==> config.mk <==
export PLATFORM = sky130hd
export DESIGN_NAME = ex_alu_stage
export DESIGN_NICKNAME = d
export VERILOG_FILES = /design/src/rtl/alu_pkg.sv /design/src/rtl/alu_shifter_iter.sv /design/src/rtl/ex_alu_stage.sv
export SDC_FILE = /design/constraint.sdc
export NUM_CORES = 1
export LEC_CHECK = 0
export CAP_MARGIN = 20
export CORE_MARGIN = 1.5
export CORE_UTILIZATION = 45
export CTS_CLUSTER_SIZE = 10
export DETAILED_ROUTE_END_ITERATION = 6
export DONT_BUFFER_PORTS = 1
export PLACE_DENSITY = 0.73
export SYNTH_ARGS = -nofsm -noshare
export SYNTH_HDL_FRONTEND = slang
export SYNTH_HIERARCHICAL = 1
export SYNTH_SLANG_ARGS = --single-unit
==> constraint.sdc <==
create_clock -name i_clk -period 2.35 [get_ports i_clk]
set_input_delay 0.235 -clock i_clk [delete_from_list [all_inputs] [get_ports i_clk]]
set_output_delay 0.235 -clock i_clk [all_outputs]
set_load 0.02 [all_outputs]
==> src/rtl/alu_pkg.sv <==
// -----------------------------------------------------------------------------
// alu_pkg
// Shared definitions for the execute-stage ALU: default widths, op-code
// values, FSM state encoding, shift-direction encoding and small decode
// helpers used by both the top level and the iterative shifter.
// -----------------------------------------------------------------------------
package alu_pkg;

  localparam int NBITS_DEF     = 32;
  localparam int ALUOP_DEF     = 4;
  localparam int SHAMTBITS_DEF = 5;

  localparam logic [3:0] ALU_AND = 4'b0000;
  localparam logic [3:0] ALU_OR  = 4'b0001;
  localparam logic [3:0] ALU_ADD = 4'b0010;
  localparam logic [3:0] ALU_SUB = 4'b0110;
  localparam logic [3:0] ALU_SLT = 4'b0111;
  localparam logic [3:0] ALU_SLL = 4'b1000;
  localparam logic [3:0] ALU_SRL = 4'b1001;
  localparam logic [3:0] ALU_SRA = 4'b1010;
  localparam logic [3:0] ALU_NOR = 4'b1100;
  localparam logic [3:0] ALU_XOR = 4'b1101;

  typedef enum logic {
    ST_IDLE  = 1'b0,
    ST_SHIFT = 1'b1
  } alu_state_e;

  typedef enum logic [1:0] {
    SH_LL = 2'd0,
    SH_RL = 2'd1,
    SH_RA = 2'd2
  } shift_dir_e;

  function automatic logic is_shift_op(input logic [3:0] op);
    return (op == ALU_SLL) || (op == ALU_SRL) || (op == ALU_SRA);
  endfunction

  function automatic shift_dir_e shift_dir(input logic [3:0] op);
    case (op)
      ALU_SRL: return SH_RL;
      ALU_SRA: return SH_RA;
      default: return SH_LL;
    endcase
  endfunction

endpackage

==> src/rtl/alu_shifter_iter.sv <==
// -----------------------------------------------------------------------------
// alu_shifter_iter
// Iterative barrel-free shifter: one bit position per unstalled clock.
// Ports:
//   i_clk, i_reset (async, active-low)
//   i_start  : load i_data/i_shamt/i_dir and begin shifting (i_shamt > 0)
//   i_stall  : hold all state
//   i_flush  : abort to idle (wins over stall)
//   i_dir, i_data, i_shamt : shift direction, operand, amount
//   o_busy   : a shift is in progress
//   o_done   : this edge performs the final shift step
//   o_result : work register after one more step (valid when o_done)
//   o_state  : FSM state for observation
// -----------------------------------------------------------------------------
module alu_shifter_iter
  import alu_pkg::*;
#(
  parameter int NBITS     = NBITS_DEF,
  parameter int SHAMTBITS = SHAMTBITS_DEF
) (
  input  logic                 i_clk,
  input  logic                 i_reset,
  input  logic                 i_start,
  input  logic                 i_stall,
  input  logic                 i_flush,
  input  shift_dir_e           i_dir,
  input  logic [NBITS-1:0]     i_data,
  input  logic [SHAMTBITS-1:0] i_shamt,
  output logic                 o_busy,
  output logic                 o_done,
  output logic [NBITS-1:0]     o_result,
  output alu_state_e           o_state
);

  localparam logic [SHAMTBITS-1:0] CNT_LAST = SHAMTBITS'(1);

  alu_state_e           state_q, state_d;
  shift_dir_e           dir_q, dir_d;
  logic [NBITS-1:0]     work_q, work_d, work_step;
  logic [SHAMTBITS-1:0] cnt_q, cnt_d;

  // One-bit step of the current work value; SRA replicates the sign bit.
  always_comb begin
    case (dir_q)
      SH_LL:   work_step = {work_q[NBITS-2:0], 1'b0};
      SH_RL:   work_step = {1'b0, work_q[NBITS-1:1]};
      default: work_step = {work_q[NBITS-1], work_q[NBITS-1:1]};
    endcase
  end

  always_comb begin
    state_d = state_q;
    dir_d   = dir_q;
    work_d  = work_q;
    cnt_d   = cnt_q;
    o_done  = 1'b0;
    if (i_flush) begin
      state_d = ST_IDLE;
    end else if (!i_stall) begin
      case (state_q)
        ST_IDLE: begin
          if (i_start) begin
            work_d  = i_data;
            cnt_d   = i_shamt;
            dir_d   = i_dir;
            state_d = ST_SHIFT;
          end
        end
        ST_SHIFT: begin
          work_d = work_step;
          cnt_d  = cnt_q - 1'b1;
          if (cnt_q == CNT_LAST) begin
            o_done  = 1'b1;
            state_d = ST_IDLE;
          end
        end
        default: state_d = ST_IDLE;
      endcase
    end
  end

  always_ff @(posedge i_clk or negedge i_reset) begin
    if (!i_reset) begin
      state_q <= ST_IDLE;
      dir_q   <= SH_LL;
      work_q  <= '0;
      cnt_q   <= '0;
    end else begin
      state_q <= state_d;
      dir_q   <= dir_d;
      work_q  <= work_d;
      cnt_q   <= cnt_d;
    end
  end

  assign o_busy   = (state_q == ST_SHIFT);
  assign o_result = work_step;
  assign o_state  = state_q;

endmodule

==> src/rtl/ex_alu_stage.sv <==
// -----------------------------------------------------------------------------
// ex_alu_stage
// Execute-stage ALU: single-cycle logic/arith ops plus iterative shifts,
// with a registered result toward EX/MEM.
// Ports:
//   i_clk, i_reset (async, active-low)
//   i_Valid, i_ALUOp, i_A, i_B, i_Shamt : operation request from ID/EX
//   i_Stall : freeze the stage;  i_Flush : discard contents (wins over stall)
//   o_Result, o_Zero, o_Overflow, o_IllegalOp : registered result and flags
//   o_Valid : outputs hold a completed op (one cycle per op)
//   o_Busy  : iterative shift in progress
//
// Handshake: a request is taken on a rising edge when
// i_Valid && !o_Busy && !i_Stall && !i_Flush. There is no backpressure
// beyond o_Busy; the hazard unit must keep the request held while o_Busy is
// high, and o_Valid is a one-cycle completion pulse per accepted op.
// -----------------------------------------------------------------------------
module ex_alu_stage
  import alu_pkg::*;
#(
  parameter int NBITS     = NBITS_DEF,
  parameter int ALUOP     = ALUOP_DEF,
  parameter int SHAMTBITS = SHAMTBITS_DEF
) (
  input  logic                 i_clk,
  input  logic                 i_reset,
  input  logic                 i_Valid,
  input  logic [ALUOP-1:0]     i_ALUOp,
  input  logic [NBITS-1:0]     i_A,
  input  logic [NBITS-1:0]     i_B,
  input  logic [SHAMTBITS-1:0] i_Shamt,
  input  logic                 i_Stall,
  input  logic                 i_Flush,
  output logic [NBITS-1:0]     o_Result,
  output logic                 o_Zero,
  output logic                 o_Overflow,
  output logic                 o_IllegalOp,
  output logic                 o_Valid,
  output logic                 o_Busy
);

  localparam int MSB = NBITS - 1;

  logic             accept, op_is_shift, shift_start;
  logic             shift_busy, shift_done;
  alu_state_e       shift_state;
  logic [NBITS-1:0] shift_result, alu_result, sum, diff;
  logic             alu_ovf, alu_illegal;

  logic [NBITS-1:0] result_q, result_d;
  logic             valid_q, valid_d;
  logic             ovf_q, ovf_d;
  logic             ill_q, ill_d;

  assign accept      = i_Valid && !shift_busy && !i_Stall && !i_Flush;
  assign op_is_shift = is_shift_op(i_ALUOp);
  // A zero-amount shift is just a pass-through and completes in one cycle.
  assign shift_start = accept && op_is_shift && (i_Shamt != '0);

  assign sum  = i_A + i_B;
  assign diff = i_A - i_B;

  always_comb begin
    alu_result  = '0;
    alu_ovf     = 1'b0;
    alu_illegal = 1'b0;
    case (i_ALUOp)
      ALU_AND: alu_result = i_A & i_B;
      ALU_OR:  alu_result = i_A | i_B;
      ALU_NOR: alu_result = ~(i_A | i_B);
      ALU_XOR: alu_result = i_A ^ i_B;
      ALU_ADD: begin
        alu_result = sum;
        alu_ovf    = (i_A[MSB] == i_B[MSB]) && (sum[MSB] != i_A[MSB]);
      end
      ALU_SUB: begin
        alu_result = diff;
        alu_ovf    = (i_A[MSB] != i_B[MSB]) && (diff[MSB] != i_A[MSB]);
      end
      ALU_SLT: alu_result = {{(NBITS-1){1'b0}}, ($signed(i_A) < $signed(i_B))};
      ALU_SLL, ALU_SRL, ALU_SRA: alu_result = i_B;
      default: alu_illegal = 1'b1;
    endcase
  end

  alu_shifter_iter #(
    .NBITS     (NBITS),
    .SHAMTBITS (SHAMTBITS)
  ) u_shifter (
    .i_clk    (i_clk),
    .i_reset  (i_reset),
    .i_start  (shift_start),
    .i_stall  (i_Stall),
    .i_flush  (i_Flush),
    .i_dir    (shift_dir(i_ALUOp)),
    .i_data   (i_B),
    .i_shamt  (i_Shamt),
    .o_busy   (shift_busy),
    .o_done   (shift_done),
    .o_result (shift_result),
    .o_state  (shift_state)
  );

  // Flags stay with the last completed op while idle; they are cleared on
  // flush and whenever a shift starts or completes.
  always_comb begin
    result_d = result_q;
    valid_d  = 1'b0;
    ovf_d    = ovf_q;
    ill_d    = ill_q;
    if (i_Flush) begin
      ovf_d = 1'b0;
      ill_d = 1'b0;
    end else if (i_Stall) begin
      valid_d = valid_q;
    end else if (shift_done) begin
      result_d = shift_result;
      valid_d  = 1'b1;
      ovf_d    = 1'b0;
      ill_d    = 1'b0;
    end else if (accept) begin
      if (shift_start) begin
        ovf_d = 1'b0;
        ill_d = 1'b0;
      end else begin
        result_d = alu_result;
        valid_d  = 1'b1;
        ovf_d    = alu_ovf;
        ill_d    = alu_illegal;
      end
    end
  end

  always_ff @(posedge i_clk or negedge i_reset) begin
    if (!i_reset) begin
      result_q <= '0;
      valid_q  <= 1'b0;
      ovf_q    <= 1'b0;
      ill_q    <= 1'b0;
    end else begin
      result_q <= result_d;
      valid_q  <= valid_d;
      ovf_q    <= ovf_d;
      ill_q    <= ill_d;
    end
  end

  assign o_Result    = result_q;
  assign o_Zero      = (result_q == '0);
  assign o_Overflow  = ovf_q;
  assign o_IllegalOp = ill_q;
  assign o_Valid     = valid_q;
  assign o_Busy      = (shift_state == ST_SHIFT);

endmodule

# --- Word level (Yosys, flattened, before mapping) ---
# Index checks and enable logic that the tools add are counted.
# Widths: inputs -> output; s select.
word_totals:
  ff_bits: 75
  input_bits: 78
op_classes:
  reduce_logical: 24
  magnitude_cmp: 1
  bitwise: 7
  n_mux: 36
  eq_ne: 18
  add_sub_neg: 3
ops:
  columns: ["cell", "n"]
  rows:
  - ["$pmux 32 s8", 1]
  - ["$mux 32", 4]
  - ["$pmux 32 s2", 2]
  - ["$add 32x32->32", 1]
  - ["$and 32x32->32", 1]
  - ["$logic_not 32->1", 1]
  - ["$lt 32x32->1", 1]
  - ["$not 32->32", 1]
  - ["$or 32x32->32", 1]
  - ["$sub 32x32->32", 1]
  - ["$xor 32x32->32", 1]
  - ["$mux 1", 24]
  - ["$eq 4x4->1 const B", 5]
  - ["$pmux 5 s2", 1]
  - ["$reduce_or 10->1", 1]
  - ["$eq 4x3->1 const B", 2]
  - ["$reduce_and 4->1", 2]
  - ["$logic_and 1x1->1", 7]
  - ["$eq 5x1->1 const B", 1]
  - ["$mux 5", 1]
  - ["$reduce_bool 5->1", 1]
  - ["$sub 5x1->5 const B", 1]
  - ["$eq 4x1->1 const B", 1]
  - ["$eq 4x2->1 const B", 1]
  - ["other kinds (17)", 26]

# --- Longest topological paths before layout ---
# Gate-level depths: netlist (run 1).
logic_depth:
  word_depth: 11
  ltp_mapped: 14
  depth_no_buf: 14

# --- Modules after synthesis ---
# The synthesis (run 1) kept the hierarchy.
by_module_without_submodules:
  columns: ["mod", "n_inst", "cells_each", "area_each_um2", "seq_area_each_um2"]
  rows:
  - ["ex_alu_stage", 1, 997, 6940.4, 875.8]
  - ["alu_shifter_iter", 1, 274, 2513.7, 1001.0]

# --- Worst setup path after synthesis (run 1) ---
# OpenSTA, ideal clock, no wires.
synth_path:
  path_kind: "input to register"
  from: "in i_A[3]"
  to: "reg result_q[31] (netlist: o_Result[31])"
  slack_ns: -0.836
  n_path_buf: 1
  stages: 12
  arrival_ns: 3.060
  required_time_ns: 2.224
  cell_sequence: "inv_1 -> ha_1 -> buf_6 -> or4_4 -> o211ai_4 -> a31oi_4 -> o41a_4 -> o31ai_4 -> a311oi_2 -> a211oi_2 -> o21ai_1 -> a221o_1"
synth_via:
  elab_chain_len: 5
  word_cells_on_any_way: 6
  classes_between: "add/sub (2); mux (4)"
synth_lines:
  columns: ["item", "line", "source"]
  rows:
  - ["from (decl)", "ex_alu_stage.sv:29", "input logic [NBITS-1:0] i_A,"]
  - ["$sub 32x32->32 or $add 32x32->32 (tied branches)", "ex_alu_stage.sv:61, ex_alu_stage.sv:60", null]
  - ["$pmux 32 s8 (*)", "ex_alu_stage.sv:67", "case (i_ALUOp)"]
  - ["$mux 32 (*)", "ex_alu_stage.sv:122", "if (shift_start) begin"]
  - ["$mux 32 (*)", "ex_alu_stage.sv:121", "end else if (accept) begin"]
  - ["$mux 32 (*)", "ex_alu_stage.sv:116", "end else if (shift_done) begin"]
  - ["to (signal assigned)", "ex_alu_stage.sv:141", "result_q <= result_d;"]
  - ["to (decl)", "ex_alu_stage.sv:50", "logic [NBITS-1:0] result_q, result_d;"]
# Every way passes the cells marked *; elsewhere a longest branch is shown, timed or not. The select of a mux whose other input is x is not followed.
# A chain may end at the register's enable or synchronous reset.

# --- Worst setup path in the final report (run 1) ---
layout_path:
  from: "in i_A[6]"
  to: "reg result_q[31] (netlist: o_Result[31])"
# The elaborated chain is that of the path after synthesis.

==> impl_metrics.py, run 1 <==
metrics = {
    "detailed_routing": {
        "first_iter_violations": 1263,
        "drtPass1Iterations": 5,
        "drcViolationCount": 0,
        "wl_um": 37860,
        "via_per_inst": 6.457,
        "antenna_left": 0,
        "detail_route.wl_per_cell_um": 21.85,
        "vias": 11190,
    },
    "floorplan": {
        "start_util": 0.4628,
        "rows": 52,
        "die_y_um": 147.9,
        "core_um2": 20430,
        "pin_count": 115,
        "die_x_um": 147.9,
        "dieArea_um2": 21890,
    },
    "yosys": {
        "ys_warn_count": 6,
        "syn_area_um2": 9454,
        "async_flop_share": 1.000,
        "yosysUniqueCellTypes": 80,
        "ys_seq_area_frac": 0.1985,
        "synth_fp_nets": 1459,
        "synth_edf_count": 0,
        "synth-main-ff-cell": "dfrtp_1",
        "synthCells": 1271,
        "synth.area.top_cells": "dfrtp_1 (20%), ha_1 (14%), o21ai_0 (5.8%)",
        "yosys.area.top_type": "dfrtp_1",
        "synth_top_cell_area_share": 0.1985,
        "avgSynthCellArea_um2": 7.438,
        "yosys_register_bits": 75,
    },
    "cts": {
        "clkTransAtPathRegs_ns": 0.06,
        "cts_buffer_depth": 2,
        "clkLatencyLatePin_ns": 0.33,
        "htree_num_levels": 3,
        "cts_tree": "yes",
        "cts_made_buffers": 9,
        "clockRootBuffer": "clkbuf_16",
        "clock-sinks": 75,
    },
    "power": {
        "p_per_area_nw_per_um2": 449.2,
        "p_leak_nw": 6.013,
        "vdd_drop_max_v": 0.0004096,
    },
    "sta": {
        "setup_ws_ns": -0.2856,
        "period_share": 1.122,
        "relSlewSlack": 0.5003,
        "grt_setup_unrepaired": "yes",
        "setup_violations": 14,
        "clock_skew_ns": 0.006466,
        "fin_tns_setup_ns": -1.527,
        "finalMaxSlewViolations": 0,
        "worstMarginPinSlew_ns": 0.7496,
        "finalHoldViolations": 0,
        "fmax_mhz": 379.4,
        "whs_ns": 0.02623,
        "min_period_ns": 2.636,
    },
    "cells_and_area": {
        "drive_above_1_share": 0.3062,
        "fillers": 1743,
        "layout_common_cells": "buf_4 (244), inv_1 (118), nand2_1 (99), o21ai_0 (90), ha_1 (90)",
        "finalNetCount": 1646,
        "layout_commonest_cell": "buf_4",
        "area_growth_pct": 36.21,
        "diodes": 0,
        "final_util": 0.6303,
    },
    "placement": {
        "gp_congestion": 0.9928,
        "io_buffer_count": 0,
        "hpwl_um": 27640,
    },
    "global_routing": {
        "grt_pass1_wl_um": 58220,
        "grt_max_degree": 76,
        "grt.total_usage": 0.3344,
        "grt_pass1_vias": 10770,
        "antenna_found_initial": 0,
        "overflow": 0,
    },
    "critical_path": {
        "cp.required_ns": 2.57,
        "path_class": "input port to flop",
        "cp.arrival_ns": 2.85,
        "startpoint_type": "input port",
        "cp-end-kind": "flop",
        "crit_fanout": 4,
    },
    "run_status": {
        "violations": "setup timing",
        "status": "finished, violations left",
    },
    "worst_hold_path": {
        "hold_class": "input port to flop",
    },
    "job": {
        "drv_cap": 0,
    },
}
final cells by class:
cell class | count | area, um^2 | share of cell area
tap | 270 | 337.8 | 0.02623
clock buffer | 11 | 242.7 | 0.01885
multi-input combinational | 976 | 7681 | 0.5965
clock inverter | 5 | 37.54 | 0.002915
timing repair buffer | 268 | 2177 | 0.1691
inverter | 128 | 524.3 | 0.04071
sequential | 75 | 1877 | 0.1457
final timing paths:
kind | startpoint | end | slack, ns | cells past startpoint
max | i_A[6] | o_Result[31] | -0.29 | 11
min | i_Flush | o_Valid | 0.03 | 1
max reg2reg | u_shifter/cnt_q[1] | o_Result[25] | 0 | 12
min reg2reg | u_shifter/work_q[0] | u_shifter/work_q[0] | 0.53 | 1
max in group asynchronous | i_reset | o_Result[3] | 1.51 | 2
min in group asynchronous | i_reset | o_Result[28] | 0.50 | 2
metrics by stage:
| stage | total power [mW] | setup slack, ns | std cells | cell area [um^2] |
|---|---|---|---|---|
| final | 5.785 | -0.2856 | 1733 | 12880 |
| after global routing | 6.038 | -0.3469 | 1733 | 12880 |
| after CTS | 5.496 | -0.2328 | 1719 | 12270 |
| after detailed placement | 4.004 | -0.6996 | 1692 | 11460 |
| after global placement | 3.962 | -0.7711 | 1692 | 11460 |
| after floorplan | 3.087 | -0.5671 | 1271 | 9613 |
critical path, stage by stage:
cell      delay (ns)
inv_8           0.01
ha_4            0.24
or4_4           0.54
o211ai_4        0.21
a31oi_4         0.14
o41a_4          0.42
o31ai_4         0.28
a311oi_4        0.18
a211oi_2        0.21
o21ai_1         0.08
a221o_1         0.29
Yosys cell counts, types with 6 or more instances:
cell type / instances
a21o_1: 11
nor3_1: 21
nor2_1: 98
nand4_1: 34
o211ai_1: 40
inv_1: 127
clkbuf_1: 78
nand2b_1: 10
and3_1: 8
a211o_1: 7
a21oi_1: 107
a221o_1: 20
ha_1: 108
o221a_2: 7
a221oi_1: 25
o21ai_1: 11
o21ai_0: 110
a22oi_1: 10
buf_4: 6
a211oi_1: 13
mux2i_1: 32
o221ai_1: 6
a31oi_1: 18
o22ai_1: 11
nand2_1: 100
o2111ai_1: 6
nor2b_1: 15
nor4_1: 15
o21bai_1: 16
o31ai_1: 10
dfrtp_1: 75
nand3_1: 24
sequential cells by signal, summed over array words and instances, names as in the netlist:
name / count
o_Result: 32
o_IllegalOp: 1
o_Overflow: 1
u_shifter/cnt_q: 5
o_Valid: 1
u_shifter/o_busy: 1
u_shifter/dir_q: 2
u_shifter/work_q: 32
where the power goes:
group          switching (mW)  total, mW  internal, mW
combinational            1.39       2.58          1.20
clock                   0.569       1.32         0.748
sequential              0.395       1.88          1.49
routing by layer:
layer,routed length [um],up-vias,GRT usage
li1,-,5066,-
met1,15180,5258,0.4401
met2,17200,737,0.5341
met3,3740,129,0.06914
met4,1744,0,0.1366
met5,0,-,0
what timing repair did:
| action | 4_1_cts | 5_1_grt |
|---|---|---|
| setup endpoints to repair | 24 | 31 |
| hold endpoints to repair | 75 | 0 |
| setup buffers | 10 | 15 |
| gates cloned | 0 | 1 |
| gates resized for setup | 82 | 103 |
| pin swaps | 34 | 46 |
| hold buffers | 2 | 0 |
kinds of logic after synthesis:
family,count (synthesis),synth area share
flip-flops,75,0.1985
AO/OA/AOI/OAI,476,0.3416
XOR/XNOR,4,0.003706
multiplexers,37,0.03984
AND/OR/NAND/NOR,349,0.1783
buffers and inverters,220,0.09092
adder cells (fa/ha/maj),110,0.1472
Power figures use the tool's default switching activity.
==> run 2, diff against run 1 <==
--- a/config.mk
+++ b/config.mk
@@ -12,6 +12,7 @@
 export DETAILED_ROUTE_END_ITERATION = 6
 export DONT_BUFFER_PORTS = 1
 export PLACE_DENSITY = 0.73
+export SKIP_CTS_REPAIR_TIMING = 1
 export SYNTH_ARGS = -nofsm -noshare
 export SYNTH_HDL_FRONTEND = slang
 export SYNTH_HIERARCHICAL = 1
==> constraint.sdc (replaced) <==
create_clock -name i_clk -period 2.35 [get_ports i_clk]
set_input_delay 0.47 -clock i_clk [delete_from_list [all_inputs] [get_ports i_clk]]
set_output_delay 0.47 -clock i_clk [all_outputs]
set_load 0.02 [all_outputs]
==> impl_metrics.py, run 2 (synthesized netlist as in run 1, its figures left out) <==
metrics = {
    "global_routing": {
        "grt.total_usage": 0.3335,
        "antenna_found_initial": 0,
        "overflow": 0,
        "grt_pass1_wl_um": 58310,
        "grt_pass1_vias": 10742,
        "grt_max_degree": 76,
    },
    "cells_and_area": {
        "register_area_um2": 1877,
        "final_cells": 1748,
        "multi_input_area_um2": 7709,
        "area_growth_pct": 38.72,
        "diodes": 0,
        "fillers": 1668,
        "drive_above_1_share": 0.3153,
        "layout_common_cells": "buf_4 (252), inv_1 (117), nand2_1 (98), nor2_1 (93), ha_1 (93)",
        "layout_commonest_cell": "buf_4",
        "final_util": 0.6420,
        "finalNetCount": 1661,
    },
    "sta": {
        "fin_tns_setup_ns": -6.893,
        "relSlewSlack": 0.6169,
        "min_period_ns": 2.988,
        "period_share": 1.271,
        "fmax_mhz": 334.7,
        "grt_setup_unrepaired": "yes",
        "setup_ws_ns": -0.6378,
        "clock_skew_ns": 0.006526,
        "worstMarginPinSlew_ns": 0.5695,
        "finalHoldViolations": 0,
        "finalMaxSlewViolations": 0,
        "setup_violations": 25,
    },
    "power": {
        "p_int_mw": 3.544,
        "power_switching_mw": 2.372,
        "seqPwrFrac": 0.319,
        "p_per_area_nw_per_um2": 451.1,
        "vdd_drop_max_v": 0.0003937,
        "swShare": 0.4010,
        "p_leak_nw": 6.156,
        "total_power_mw": 5.916,
        "p_clk_frac": 0.235,
        "pwr-share-comb": 0.446,
    },
    "critical_path": {
        "path_class": "input port to flop",
        "cp-end-kind": "flop",
        "cp.arrival_ns": 3.20,
        "r2r_start": "u_shifter/cnt_q[1]",
        "cp_slowest_cell": "a2111oi_2",
        "r2r_cells": 11,
        "crit_fanout": 5,
        "startpoint_type": "input port",
        "critical-path-max-stage-delay_ns": 0.40,
        "reg2reg_slack_ns": -0.01,
        "path_cells": "clkinvlp_4, ha_4, a211oi_4, o21ai_2, a41oi_2, buf_4, o41ai_4, a221o_1, buf_6, a21oi_4, a2111oi_2, a21oi_1, o41ai_2, a21oi_2",
        "cp.required_ns": 2.57,
        "reg2reg_to": "o_Result[0]",
    },
    "cts": {
        "clock-sinks": 75,
        "cts_buffer_depth": 2,
        "clockRootBuffer": "clkbuf_16",
        "htree_num_levels": 3,
        "clkLatencyLatePin_ns": 0.34,
        "clkTransAtPathRegs_ns": 0.06,
        "cts_tree": "yes",
        "cts_made_buffers": 9,
    },
    "detailed_routing": {
        "via_per_inst": 6.536,
        "wl_met1_um": 15320,
        "antenna_left": 0,
        "highest_layer": "met4",
        "drtPass1Iterations": 6,
        "first_iter_violations": 1502,
        "wl_met3_um": 3933,
        "wl_um": 38380,
        "wl_met2_um": 17470,
        "detail_route.wl_per_cell_um": 21.96,
        "vias": 11425,
        "drcViolationCount": 0,
    },
    "floorplan": {
        "rows": 52,
        "die_y_um": 147.9,
        "die_x_um": 147.9,
        "core_um2": 20430,
        "start_util": 0.4628,
        "pin_count": 115,
        "dieArea_um2": 21890,
    },
    "run_status": {
        "status": "finished, violations left",
        "violations": "setup timing",
    },
    "job": {
        "drv_cap": 0,
    },
    "placement": {
        "dp_cells": 1711,
        "io_buffer_count": 0,
        "hpwl_um": 28280,
        "gp_congestion": 0.9630,
    },
    "worst_hold_path": {
        "hold_class": "input port to async pin",
    },
}
run 2: changes by cell type in the layout (fill, tap and decap cells not counted), sizes merged:
cell,before,now
buf,266,283
bufinv,0,1
clkinv,3,4
dlygate4sd3,1,0
inv,127,124
run 2: per-layer routing:
layer	up-vias	GRT usage
met5	-	0
met4	0	0.1277
met1	5454	0.4478
li1	5083	-
met2	744	0.5301
met3	144	0.06327
run 2: how the worst max path moves through the flow:
stage	start	end	slack, ns	cells after the start
finish	i_B[1]	o_Result[29]	-0.64	14
global route	i_B[5]	o_Result[29]	-0.70	15
CTS	i_B[1]	o_Result[29]	-0.68	13
detailed placement	i_B[1]	o_Result[29]	-0.97	13
global placement	i_B[6]	o_Result[31]	-0.88	12
floorplan	i_B[3]	o_Result[31]	-0.80	12
run 2: critical path: cells and delay by family:
| family | cells | cell delay [ns] |
|---|---|---|
| compound gates | 10 | 1.96 |
| buf+inv | 3 | 0.45 |
| fa+ha+maj | 1 | 0.33 |
run 2: layout make-up:
type | instances | share of cell area
multi-input cells | 976 | 0.5878
well taps | 270 | 0.02576
clock inverters | 4 | 0.003911
clock buffers | 12 | 0.01803
flip-flops and latches | 75 | 0.1431
repair buffers | 283 | 0.1801
inverters | 128 | 0.04131
run 2: stage by stage:
| step | setup WS [ns] | hold slack (ns) | instance area, um^2 |
|---|---|---|---|
| floorplan | -0.8021 | 0.1744 | 9643 |
| CTS | -0.6777 | -0.1859 | 12020 |
| detailed placement | -0.9706 | 0.1760 | 11730 |
| finish | -0.6378 | 0.01722 | 13120 |
| global route | -0.6977 | 0.04582 | 13120 |
| global placement | -0.8785 | 0.1760 | 11730 |
run 2: power by group through the flow:
stage                     logic [mW]  clock network (mW)  registers (mW)
after floorplan                 1.30                   0            1.79
after global placement          2.13                   0            1.87
after detailed placement        2.17                   0            1.88
after CTS                       2.19                1.38            1.86
after global routing            2.83                1.44            1.90
final                           2.64                1.39            1.89
==> run 3, diff against run 2 <==
--- a/config.mk
+++ b/config.mk
@@ -6,6 +6,7 @@
 export NUM_CORES = 1
 export LEC_CHECK = 0
 export CAP_MARGIN = 20
+export CORE_ASPECT_RATIO = 1.2
 export CORE_MARGIN = 1.5
 export CORE_UTILIZATION = 45
 export CTS_CLUSTER_SIZE = 10
==> impl_metrics.py, run 3 (synthesized netlist as in run 1, its figures left out) <==
metrics = {
    "cells_and_area": {
        "register_area_um2": 1878,
        "area_growth_pct": 40.74,
        "layout_common_cells": "buf_4 (290), inv_1 (117), nand2_1 (99), ha_1 (93), nor2_1 (92)",
        "final_cells": 1772,
        "multi_input_area_um2": 7767,
        "layout_commonest_cell": "buf_4",
        "finalNetCount": 1690,
        "diodes": 0,
        "drive_above_1_share": 0.3358,
        "fillers": 1720,
    },
    "detailed_routing": {
        "wl_um": 38590,
        "detail_route.wl_per_cell_um": 21.78,
        "antenna_left": 0,
        "drcViolationCount": 0,
        "vias": 11497,
        "drtPass1Iterations": 7,
        "via_per_inst": 6.488,
        "first_iter_violations": 1281,
    },
    "floorplan": {
        "die_y_um": 161.8,
        "core_um2": 20400,
        "start_util": 0.4635,
        "pin_count": 115,
        "rows": 57,
        "die_x_um": 135.3,
        "dieArea_um2": 21890,
    },
    "critical_path": {
        "critical_path.top_delay_family": "compound AO/OA/AOI/OAI gates",
        "r2r_cells": 10,
        "startpoint_type": "input port",
        "cp.required_ns": 2.56,
        "cp-end-kind": "flop",
        "reg2reg_slack_ns": -0.01,
        "cp.buffers_inverters": 2,
        "cp_slowest_cell": "a221o_2",
        "path_class": "input port to flop",
        "path_cells": "inv_8, ha_4, buf_6, a2111oi_4, o21ai_2, a41oi_2, o41ai_2, a221o_2, a22oi_1, nor2_1, a2111oi_2, o21ai_1",
        "cp.arrival_ns": 3.14,
        "crit_fanout": 6,
        "r2r_start": "u_shifter/cnt_q[1]",
        "critical-path-max-stage-delay_ns": 0.46,
        "reg2reg_to": "o_Result[25]",
    },
    "sta": {
        "setup_violations": 25,
        "min_period_ns": 2.926,
        "clock_skew_ns": 0.007060,
        "setup_ws_ns": -0.5761,
        "period_share": 1.245,
        "relSlewSlack": 0.6526,
        "fin_tns_setup_ns": -7.348,
        "finalHoldViolations": 0,
        "whs_ns": 0.008489,
        "worstMarginPinSlew_ns": 0.5211,
        "finalMaxSlewViolations": 0,
        "fmax_mhz": 341.8,
        "grt_setup_unrepaired": "yes",
    },
    "run_status": {
        "status": "finished, violations left",
        "violations": "setup timing",
    },
    "cts": {
        "clkTransAtPathRegs_ns": 0.06,
        "clock-sinks": 75,
        "clockRootBuffer": "clkbuf_16",
        "clkLatencyLatePin_ns": 0.34,
        "cts_buffer_depth": 2,
        "cts_made_buffers": 9,
        "htree_num_levels": 3,
        "cts_tree": "yes",
    },
    "job": {
        "drv_cap": 0,
    },
    "worst_hold_path": {
        "hold_class": "input port to async pin",
    },
    "placement": {
        "gp_congestion": 1.006,
        "io_buffer_count": 0,
        "place_ws_ns": -1.103,
        "hpwl_um": 28820,
        "dp_cells": 1739,
    },
    "power": {
        "vdd_drop_max_v": 0.0004569,
        "p_leak_nw": 6.226,
        "total_power_mw": 5.885,
        "p_per_area_nw_per_um2": 442.3,
    },
    "global_routing": {
        "grt_pass1_wl_um": 57250,
        "grt.total_usage": 0.3307,
        "antenna_found_initial": 0,
        "grt_pass1_vias": 10765,
        "grt_max_degree": 76,
        "overflow": 0,
    },
}
==> run 3: worst max-delay path by stage <==
| stage | cells past startpoint | endpoint | slack (ns) | from |
|---|---|---|---|---|
| after detailed placement | 12 | o_Result[21] | -1.10 | i_B[6] |
| after global placement | 12 | o_Result[21] | -0.97 | i_B[6] |
| final | 12 | o_Result[21] | -0.58 | i_A[6] |
| after CTS | 12 | o_Result[21] | -0.76 | i_B[6] |
| after global routing | 14 | o_Result[27] | -0.61 | i_A[6] |
| after floorplan | 12 | o_Result[31] | -0.80 | i_B[3] |
==> run 3: layout make-up <==
cell class / count / area share
Sequential cell: 75 / 0.1412
Multi-Input combinational cell: 976 / 0.5838
Clock buffer: 11 / 0.01824
Clock inverter: 5 / 0.002821
Inverter: 128 / 0.03865
Timing Repair Buffer: 312 / 0.1904
Tap cell: 265 / 0.02492
==> run 3: power by group <==
| part | total, mW | internal [mW] | switching [mW] |
|---|---|---|---|
| Combinational | 2.73 | 1.28 | 1.45 |
| Sequential | 1.85 | 1.49 | 0.355 |
| Clock | 1.31 | 0.747 | 0.561 |
| Total | 5.88 | 3.52 | 2.37 |
==> run 3: per-stage QoR <==
step                      instance area [um^2]  utilization
after floorplan                           9643            -
after global placement                   11940       0.5853
after global routing                     13310       0.6523
after CTS                                12220       0.5990
after detailed placement                 11940       0.5853
final                                    13310       0.6523
==> run 3: worst register-to-register path: stages (launching register included) <==
cell	delay (ns)
dfrtp_1	0.39
inv_2	0.06
ha_2	0.17
nand2_1	0.05
or4_4	0.44
nor2_4	0.14
a21oi_1	0.07
or3_4	0.39
buf_4	0.20
a211oi_1	0.26
nor3_1	0.08
==> run 3: per-layer routing <==
| metal | vias up | GRT usage | wire length, um |
|---|---|---|---|
| met4 | 0 | 0.1364 | 1731 |
| li1 | 5140 | - | - |
| met1 | 5519 | 0.4370 | 15550 |
| met5 | - | 0 | 0 |
| met3 | 139 | 0.06211 | 3717 |
| met2 | 699 | 0.5283 | 17600 |
